[src/rtl/conv_mem_arbiter.sv]
// Two-port arbiter (host H, convolution core C) for a single-port synchronous RAM.
// Optional core lock feature enabled by defining CONV_ARB_CORE_LOCK_EN.
module conv_mem_arbiter #(
  parameter int ADDR_W     = 5,
  parameter int DATA_W     = 32,
  parameter int WAIT_CNT_W = 16
) (
  input  logic                  clk,
  input  logic                  rst_n,
  input  logic                  h_req_i,
  input  logic                  h_we_i,
  input  logic [ADDR_W-1:0]     h_addr_i,
  input  logic [DATA_W-1:0]     h_wdata_i,
  output logic                  h_gnt_o,
  output logic                  h_rvalid_o,
  output logic [DATA_W-1:0]     h_rdata_o,
  input  logic                  c_req_i,
  input  logic                  c_we_i,
  input  logic [ADDR_W-1:0]     c_addr_i,
  input  logic [DATA_W-1:0]     c_wdata_i,
`ifdef CONV_ARB_CORE_LOCK_EN
  input  logic                  c_lock_i,
`endif
  output logic                  c_gnt_o,
  output logic                  c_rvalid_o,
  output logic [DATA_W-1:0]     c_rdata_o,
  output logic                  mem_en_o,
  output logic                  mem_we_o,
  output logic [ADDR_W-1:0]     mem_addr_o,
  output logic [DATA_W-1:0]     mem_wdata_o,
  input  logic [DATA_W-1:0]     mem_rdata_i,
  input  logic                  clr_stats_i,
  output logic [WAIT_CNT_W-1:0] h_wait_cnt_o,
  output logic [WAIT_CNT_W-1:0] c_wait_cnt_o
);

  // state    | meaning
  // ARB_IDLE | RAM unused this cycle
  // ARB_HOST | host access issued to RAM this cycle
  // ARB_CORE | core access issued to RAM this cycle
  typedef enum logic [1:0] {ARB_IDLE, ARB_HOST, ARB_CORE} arb_state_t;

  arb_state_t          state_q, state_d;
  logic                rr_core_q;
  logic                sel_we_q;
  logic [ADDR_W-1:0]   sel_addr_q;
  logic [DATA_W-1:0]   sel_wdata_q;
  logic                tag_vld_q, tag_core_q;
  logic [WAIT_CNT_W-1:0] h_wait_q, c_wait_q;
  logic                h_elig, c_elig, core_lock;

  // The owner of the current cycle is masked so a held request is not granted twice in a row.
  assign h_elig = h_req_i & (state_q != ARB_HOST);
  assign c_elig = c_req_i & (state_q != ARB_CORE);

`ifdef CONV_ARB_CORE_LOCK_EN
  assign core_lock = (state_q == ARB_CORE) & c_req_i & c_lock_i;
`else
  assign core_lock = 1'b0;
`endif

  always_comb begin
    state_d = ARB_IDLE;
    if (core_lock)
      state_d = ARB_CORE;
    else if (h_elig && c_elig)
      state_d = rr_core_q ? ARB_HOST : ARB_CORE;
    else if (h_elig)
      state_d = ARB_HOST;
    else if (c_elig)
      state_d = ARB_CORE;
  end

  always_ff @(posedge clk or negedge rst_n) begin
    if (!rst_n) begin
      state_q     <= ARB_IDLE;
      rr_core_q   <= 1'b1;
      sel_we_q    <= 1'b0;
      sel_addr_q  <= '0;
      sel_wdata_q <= '0;
    end else begin
      state_q <= state_d;
      if (state_d == ARB_HOST) begin
        rr_core_q   <= 1'b0;
        sel_we_q    <= h_we_i;
        sel_addr_q  <= h_addr_i;
        sel_wdata_q <= h_wdata_i;
      end else if (state_d == ARB_CORE) begin
        rr_core_q   <= 1'b1;
        sel_we_q    <= c_we_i;
        sel_addr_q  <= c_addr_i;
        sel_wdata_q <= c_wdata_i;
      end
    end
  end

  // One-deep read tag: RAM data arrives the cycle after the read strobe.
  always_ff @(posedge clk or negedge rst_n) begin
    if (!rst_n) begin
      tag_vld_q  <= 1'b0;
      tag_core_q <= 1'b0;
    end else begin
      tag_vld_q  <= (state_q != ARB_IDLE) & ~sel_we_q;
      tag_core_q <= (state_q == ARB_CORE);
    end
  end

  assign h_gnt_o     = (state_q == ARB_HOST);
  assign c_gnt_o     = (state_q == ARB_CORE);
  assign mem_en_o    = (state_q != ARB_IDLE);
  assign mem_we_o    = mem_en_o & sel_we_q;
  assign mem_addr_o  = mem_en_o ? sel_addr_q  : '0;
  assign mem_wdata_o = mem_en_o ? sel_wdata_q : '0;

  assign h_rvalid_o = tag_vld_q & ~tag_core_q;
  assign c_rvalid_o = tag_vld_q &  tag_core_q;
  assign h_rdata_o  = h_rvalid_o ? mem_rdata_i : '0;
  assign c_rdata_o  = c_rvalid_o ? mem_rdata_i : '0;

  always_ff @(posedge clk or negedge rst_n) begin
    if (!rst_n) begin
      h_wait_q <= '0;
      c_wait_q <= '0;
    end else if (clr_stats_i) begin
      h_wait_q <= '0;
      c_wait_q <= '0;
    end else begin
      if (h_req_i && !h_gnt_o && (h_wait_q != '1))
        h_wait_q <= h_wait_q + WAIT_CNT_W'(1);
      if (c_req_i && !c_gnt_o && (c_wait_q != '1))
        c_wait_q <= c_wait_q + WAIT_CNT_W'(1);
    end
  end

  assign h_wait_cnt_o = h_wait_q;
  assign c_wait_cnt_o = c_wait_q;

endmodule

[config.mk]
export PLATFORM = sky130hd
export DESIGN_NAME = conv_mem_arbiter
export DESIGN_NICKNAME = d
export VERILOG_FILES = /design/src/rtl/conv_mem_arbiter.sv
export SDC_FILE = /design/constraint.sdc
export NUM_CORES = 1
export LEC_CHECK = 0
export BUFFER_PORTS_ARGS = -buffer_cell sky130_fd_sc_hd__buf_2
export CAP_MARGIN = 20
export CORE_ASPECT_RATIO = 1.5
export CORE_MARGIN = 8
export CORE_UTILIZATION = 41
export CTS_BUF_LIST = sky130_fd_sc_hd__clkbuf_16
export CTS_CLUSTER_DIAMETER = 200
export CTS_CLUSTER_SIZE = 28
export DETAILED_ROUTE_END_ITERATION = 8
export GPL_ROUTABILITY_DRIVEN = 0
export GPL_TIMING_DRIVEN = 0
export MAX_ROUTING_LAYER = met4
export PLACE_DENSITY_LB_ADDON = 0.08
export SLEW_MARGIN = 20
export SYNTH_ARGS = -nofsm -noshare
export SYNTH_HDL_FRONTEND = slang
export SYNTH_SLANG_ARGS = --single-unit
[constraint.sdc]
create_clock -name clk -period 3.4 [get_ports clk]
set_clock_uncertainty 0.15 [all_clocks]
set_input_delay 0.17 -clock clk [delete_from_list [all_inputs] [get_ports clk]]
set_output_delay 0.17 -clock clk [all_outputs]
set_load 0.02 [all_outputs]
==> impl_results.md, run 1 <==
- Final wirelength: 17000 um
- Final setup vio count: 0
- Yosys warning count: 0
- Post-detail-place hpwl: 13000 um
- Worst-skew pair later-pin latency: 330 ps
- Pwr dens: 588 nW/um^2
- Clock buffer depth: 2
- Status: completed
- Storage cell area: 1880 um^2
- Met3 Use GR: 5.62%
- Tmin final: 3150 ps
- WHS Endpoint: sel_wdata_q[3]$_DFFE_PN0P_
- Synth cell types: 50
- Met2 Usage GRT: 38.0%
- GRT busiest layer: met2
- Post-CTS setup buffers: 0
- Mapped Nets: 622
- Pin count of the biggest net entering global routing: 53
- Clock Sinks: 75
- Number of global-route vias before repair: 5339
- Most frequent cells in the layout: buf_2 (253), dfrtp_1 (74), dlygate4sd3_1 (54), nor2b_1 (49)
- Placed cell count: 904
- Total core area: 11100 um^2
- Synth Area in Simple Gates: 32.4%
- Max-slew violations: 0
- Worst Tran Pin Value: 499 ps
- Crit path launch type: flop
- Finished Layout Cells: 975
- Number of synthesized flops with an enable pin: 0
- Hold depth: 3
- RSZ-0062 raised after global routing: false
- Drt wl/cell: 17.4 um
- First-pass GRT wire length: 26900 um
- Initial antenna violation count: 1
- Synth Area in XOR/XNOR: 0%
- Commonest non-fill, non-tap cell in the layout: buf_2
- CP arrival: 3200 ps
- DR pass1 iterations: 6
- Flop2flop setup slack: 250 ps
- Primary FF master, synth: dfrtp_1
- Largest family of logic cells by synthesized area: simple AND/OR/NAND/NOR gates
- Reg2Reg Depth: 10
- RR Startpoint: state_q[0]$_DFF_PN0_
- CTS tree: built
- DR iter-0 viols: 177
- Synth Instances: 505
- Area of the multi-input gates: 2560 um^2
- TritonCTS buffer count: 9
- NumNets Final: 939
- FP Rows: 47
- Setup CP Type: flop to flop
- Setup crit end kind: flop
- IO buf count: 251
- Mean Syn Cell Area: 9.20 um^2
- Worst Setup SP: state_q[0]$_DFF_PN0_
- Congestion Overflow GR: 0
- Fill cell count: 958
- Die Height: 146 um
- Multiplexer area fraction after synthesis: 11.1%
- Worst-path clk slew: 60 ps
- Hold Crit Start: h_wdata_i[3]
- Syn-to-layout area delta: 49.8%
- Max-cap viol count: 0
- Required @ worst endpoint: 3450 ps
- Pleak: 0.00365 uW
- Via count: 5072
- Via-to-Cell Ratio: 5.20
- Met1 Use GR: 26.1%
- Sequential area share after synthesis: 40.4%
- Htree depth: 3
- Hold slack: 7.98 ps
- DRC Markers: 0
- Hold crit path type: input pin to flop
- Critical path peak fanout: 10
- Layout cells sized above 1: 37.2%
- Final-report hold violation count: 0
- Slew HR: 66.7%
- Max VDD drop: 0.358 mV
- Fin crit share: 92.7%
- FF+latch count, synth: 75
- Fmax achieved: 0.317 GHz
- Die Width: 103 um
- Post-route ant nets: 0
- RR Endpoint: sel_wdata_q[21]$_DFFE_PN0P_
- Synth Area in Adders: 1.08%
- Post-Syn Area: 4650 um^2
- Total Die Area: 15100 um^2
- GRT Util Overall: 23.2%
- Initial Utilization: 42.0%
- Root buffer cell: clkbuf_16
- I/O pin count: 252
- Ys async rst share: 100%
- Compound-Gate Fraction of Synth Area: 10.3%
- Final setup TNS: 0 ps
## flip-flops by register name, summed over array words and instances (netlist names)
name and count:
c_wait_cnt_o 16, h_wait_cnt_o 16, rr_core_q 1, sel_addr_q 5
sel_wdata_q 32, sel_we_q 1, state_q 2, tag_core_q 1
tag_vld_q 1
## where the power goes
part	leakage [uW]	switching [uW]	total, uW	internal, uW
Sequential	0.000971	134	1280	1140
Clock	0.000145	353	912	558
Combinational	0.00253	1180	1900	723
Total	0.00365	1670	4090	2430
## worst max path at each step
stage | end | slack [ps] | cells past startpoint
floorplan | sel_addr_q[2]$_DFFE_PN0P_ | 1010 | 9
global placement | sel_wdata_q[8]$_DFFE_PN0P_ | 470 | 9
detailed placement | sel_addr_q[3]$_DFFE_PN0P_ | 390 | 9
CTS | sel_wdata_q[29]$_DFFE_PN0P_ | 50 | 10
global route | sel_wdata_q[17]$_DFFE_PN0P_ | 60 | 10
finish | sel_wdata_q[21]$_DFFE_PN0P_ | 250 | 10
## cells by family (layout without fill, tap and decap cells)
logic type | after synthesis | after routing
simple gates | 249 | 249
compound gates | 83 | 83
flops | 75 | 75
mux | 50 | 50
buf+inv | 44 | 366
fa+ha+maj | 4 | 4
other cells | 0 | 1
## Yosys cell counts (all sizes together) (2+ instances only)
| cell type | n | area share, % |
|---|---|---|
| dfrtp | 74 | 40 |
| nor2b | 49 | 6.6 |
| nand2 | 43 | 3.5 |
| o21ai | 43 | 4.6 |
| mux2i | 39 | 8.4 |
| and3 | 38 | 5.1 |
| and2 | 34 | 4.6 |
| clkbuf | 26 | 2.3 |
| a21oi | 19 | 2.0 |
| nor2 | 18 | 1.5 |
| nand3 | 16 | 1.7 |
| or4 | 13 | 2.2 |
| nor4 | 12 | 2.4 |
| o31ai | 12 | 1.9 |
| mux2 | 11 | 2.7 |
| nand4 | 11 | 2.3 |
| buf | 9 | 1.6 |
| inv | 8 | 0.65 |
| ha | 4 | 1.1 |
| nor4b | 3 | 0.57 |
| or3 | 3 | 0.43 |
| or3b | 3 | 0.57 |
| and4 | 2 | 0.40 |
| nand2b | 2 | 0.32 |
| nor3 | 2 | 0.22 |
| o41ai | 2 | 0.38 |
## worst max-delay path: stages, from the launching register on
cell	delay (ps)
dfrtp_1	400
nand2b_1	270
nand2_1	170
buf_2	230
o21bai_1	180
ha_1	230
clkbuf_4	250
buf_4	250
mux2i_1	240
dlygate4sd3_1	580
o21ai_0	70
## timing repair
action,CTS,global route
resized for setup,0,10
hold buffers,54,0
setup endpoints to repair,0,21
endpoints found under the hold margin,101,0
## metal layers
metal | routed length, um | share of wire, %
met5 | 0 | 0
met4 | 469 | 2.8
met3 | 1270 | 7.5
met2 | 8520 | 50
met1 | 6750 | 40
## layout make-up
cell class | instances | share of cell area, %
Antenna cell | 1 | 0.0359
Tap cell | 147 | 2.64
Clock inverter | 7 | 0.863
Inverter | 8 | 0.431
Multi-Input combinational cell | 386 | 36.7
Clock buffer | 9 | 3.23
Buffer | 36 | 2.86
Sequential cell | 75 | 27.0
Timing Repair Buffer | 306 | 26.2
## metrics by stage
step / worst slack (ps) / instance area [um^2] / util [%] / total power (uW)
6_report: 248 / 6960 / 63.0 / 4090
2_1_floorplan: 1010 / 4650 / - / 2410
3_3_place_gp: 473 / 6090 / 55.1 / 3050
5_1_grt: 58.4 / 6960 / 63.0 / 4370
3_5_place_dp: 392 / 6120 / 55.3 / 3090
4_1_cts: 46.5 / 6940 / 62.8 / 4120
Note: power is estimated with default switching activity, not from simulation.
==> run 2: changes to the inputs <==
- ABC_AREA: default -> 1
==> run 2 against run 1 <==
Compared with the run above: synthesized area down 0.13%; cell count rose by 21%; largest power group unchanged; worst hold slack improved by 3.5 ps; synthesized cell count rose by 37%; count of clock-buffer cells in the layout unchanged; sequential cell count stayed put; via count is 11% higher; critical path type unchanged.
==> impl_results.md, run 2 <==
- Status: completed
- Clock buffer depth: 2 (unchanged)
- Synth Instances: 692 (+37%)
- TritonCTS buffer count: 9 (unchanged)
- Mapped Nets: 809 (+30%)
- Fin crit share: 88.1% (-4.6 points)
- FF+latch count, synth: 75 (unchanged)
- RR Endpoint: sel_wdata_q[3]$_DFFE_PN0P_
- Psw: 1910 uW (+15%)
- Drt wl/cell: 15.2 um (-13%)
- Placed cell count: 1091 (+21%)
- Via-to-Cell Ratio: 4.75 (-8.6%)
- Sequential area share after synthesis: 40.5% (+0.054 points)
- Count leader, synth: nand2_1
- Max-slew violations: 0 (unchanged)
- Synth Area in Simple Gates: 31.8% (-0.52 points)
- Finished Layout Cells: 1181 (+21%)
- WHS Endpoint: sel_addr_q[0]$_DFFE_PN0P_
- Yosys warning count: 0 (unchanged)
- GRT Util Overall: 24.2% (+1.0 points)
- Hold depth: 3 (unchanged)
- Total Die Area: 15100 um^2 (-0.11%)
- CP peak stage delay: 580 ps (about the same)
- Max-cap viol count: 0 (unchanged)
- CP max stage cell: dlygate4sd3_1
- Crit path launch type: flop
- Net Sw Frac: 40.6% (-0.090 points)
- Via count: 5614 (+11%)
- Layout cells sized above 1: 27.2% (-10 points)
- Number of global-route vias before repair: 5562 (+4.2%)
- Root buffer cell: clkbuf_16
- DR pass1 iterations: 5 (-1)
- Worst Tran Pin Value: 974 ps (+475 ps)
- Critical-path cell list: inv_1, nand2_1, nand2_1, o21ai_0, ha_1, clkbuf_1, clkbuf_1, a21oi_1, a22oi_1, dlygate4sd3_1
- Fmax achieved: 0.334 GHz (+5.2%)
- IO buf count: 251 (unchanged)
- Final setup vio count: 0 (unchanged)
- Pin count of the biggest net entering global routing: 47 (-11%)
- Hold Crit Start: h_addr_i[0]
- Top cells by area, synth: dfrtp_1 (40%), nand2_1 (14%), nor2_1 (11%)
- Synth Area in XOR/XNOR: 2.08% (+2.1 points)
- CTS tree: built
- Max VDD drop: 0.587 mV (+64%)
- Flop2flop setup slack: 400 ps (+160 ps)
- Compound-Gate Fraction of Synth Area: 12.2% (+1.9 points)
- Die Height: 146 um (about the same)
- Synth cell types: 25 (-50%)
- CP arrival: 3110 ps (-90 ps)
- Tmin final: 3000 ps (-156 ps)
- Sequential Power Share: 26.1% (-5.2 points)
- Initial antenna violation count: 2 (+1)
- Worst-skew pair later-pin latency: 340 ps (about the same)
- Biggest register: sel_wdata_q
- Final setup TNS: 0 ps (unchanged)
- I/O pin count: 252 (unchanged)
- Setup CP Type: flop to flop
- Htree depth: 3 (unchanged)
- Synth Area in Adders: 1.08% (+0.0015 points)
- Most frequent cells in the layout: buf_2 (251), nand2_1 (173), nor2_1 (141), inv_1 (118), dfrtp_1 (74)
- Clock Sinks: 75 (unchanged)
- Commonest non-fill, non-tap cell in the layout: buf_2
- RR Startpoint: state_q[1]$_DFF_PN0_
- Number of synthesized flops with an enable pin: 0 (unchanged)
- Slew HR: 34.6% (-32 points)
- Reg2Reg Depth: 10 (unchanged)
- Critical path peak fanout: 10 (unchanged)
- Post-detail-place hpwl: 13200 um (+1.3%)
- DR iter-0 viols: 285 (+61%)
- Clock share of power: 25.1% (+2.8 points)
- Worst-path clk slew: 60 ps (about the same)
- Die Width: 103 um (about the same)
- Required @ worst endpoint: 3520 ps (+70 ps)
- Post-route ant nets: 0 (unchanged)
- NumNets Final: 1144 (+22%)
- Final-report hold violation count: 0 (unchanged)
- Largest register FFs: 32 (unchanged)
- RSZ-0062 raised after global routing: false
- FP Rows: 47 (unchanged)
- Final wirelength: 17900 um (+5.2%)
- Syn-to-layout area delta: 55.3%
- First-pass GRT wire length: 28000 um (+4.3%)
- Multiplexer area fraction after synthesis: 0% (-11 points)
- Pwr dens: 653 nW/um^2 (+11%)
- Ys async rst share: 100% (unchanged)
- Hold crit path type: input pin to flop
- Post-Syn Area: 4640 um^2 (-0.13%)
- Congestion Overflow GR: 0 (unchanged)
- Synth area leader: dfrtp_1
- Initial Utilization: 42.0% (-0.057 points)
- Pint: 2790 uW (+15%)
- Combinational Power Share: 48.7% (+2.2 points)
- Pleak: 0.00431 uW (+18%)
- Largest family of logic cells by synthesized area: simple AND/OR/NAND/NOR gates
- Primary FF master, synth: dfrtp_1
- Post-CTS setup buffers: 0 (unchanged)
- Top cells by count, synth: nand2_1 (173), nor2_1 (141), inv_1 (117), dfrtp_1 (74)
- Total core area: 11100 um^2 (unchanged)
- Setup crit end kind: flop
- Mean Syn Cell Area: 6.71 um^2 (-27%)
- DRC Markers: 0 (unchanged)
- Top-area cell type share of the netlist area: 39.9% (+0.054 points)
[run 2: cell count changes in the layout (fill, tap and decap cells not counted), moves of 12 or more]
cell,delta
a21oi_1,+19
a22oi_1,+38
and2_1,-34
and3_1,-37
dlygate4sd3_1,+18
inv_1,+109
mux2i_1,-39
nand2_1,+130
nor2_1,+124
nor2b_1,-49
o21ai_0,-35
o31ai_1,-12
[run 2: cells by family after synthesis]
kind of cell             count (synthesis)
flip-flops                              75
AO/OA/AOI/OAI                           91
AND/OR/NAND/NOR                        362
XOR/XNOR                                11
adder cells (fa/ha/maj)                  4
buffers and inverters                  149
[run 2: power groups by stage]
stage               registers (uW)  logic [uW]  clock network, uW
global placement              1240        2010                  0
global route                  1260        2520               1240
finish                        1230        2290               1180
detailed placement            1250        2010                  0
floorplan                     1240        1320                  0
CTS                           1230        2270               1200
[run 2: layer usage]
layer  up-vias  global-route usage [%]  part of all wire, %
li1       2821                       -                    -
met2       234                    39.6                   49
met4         0                    11.2                  4.2
met1      2510                    26.2                   38
met3        49                    6.76                  8.5
met5         -                       -                    0
[run 2: worst max-delay path, delay by kind of cell (launching register included)]
kind	cells	cell delay, ps
AOI/OAI and AO/OA	3	460
adders and majority gates	1	330
buffers and inverters	4	1330
DFF	1	370
and+or+nand+nor	2	290
[run 2: how the worst max path moves through the flow]
stage	from	endpoint	cells past startpoint
after floorplan	state_q[1]$_DFF_PN0_	sel_wdata_q[17]$_DFFE_PN0P_	10
after global placement	state_q[0]$_DFF_PN0_	sel_wdata_q[28]$_DFFE_PN0P_	8
after detailed placement	state_q[0]$_DFF_PN0_	sel_addr_q[0]$_DFFE_PN0P_	8
after CTS	state_q[0]$_DFF_PN0_	sel_wdata_q[15]$_DFFE_PN0P_	9
after global routing	state_q[1]$_DFF_PN0_	sel_wdata_q[15]$_DFFE_PN0P_	10
final	state_q[1]$_DFF_PN0_	sel_wdata_q[3]$_DFFE_PN0P_	10
[run 2: final cells by class]
class,count,area (um^2)
Inverter,117,439
Sequential cell,75,1880
Clock buffer,9,225
Fill cell,1058,3850
Buffer,32,136
Antenna cell,2,5.00
Multi-Input combinational cell,468,2190
Clock inverter,7,140
Timing Repair Buffer,324,2010
Tap cell,147,184
[run 2: what timing repair did]
action                     4_1_cts  5_1_grt
resized for setup                0        5
hold buffers                    72        0
hold endpoints to repair        67        0
setup endpoints to repair        0        2
[run 2: metrics by stage]
stage / cell area, um^2 / hold WS [ps] / total power [uW] / utilization, % / setup slack [ps]
after floorplan: 4640 / -276 / 2560 / - / 1150
after global placement: 6080 / 262 / 3250 / 55.0 / 518
after detailed placement: 6110 / -10.0 / 3260 / 55.3 / 509
after CTS: 7200 / 2.46 / 4690 / 65.1 / 101
after global routing: 7210 / 20.6 / 5020 / 65.2 / 103
final: 7210 / 11.5 / 4710 / 65.2 / 404
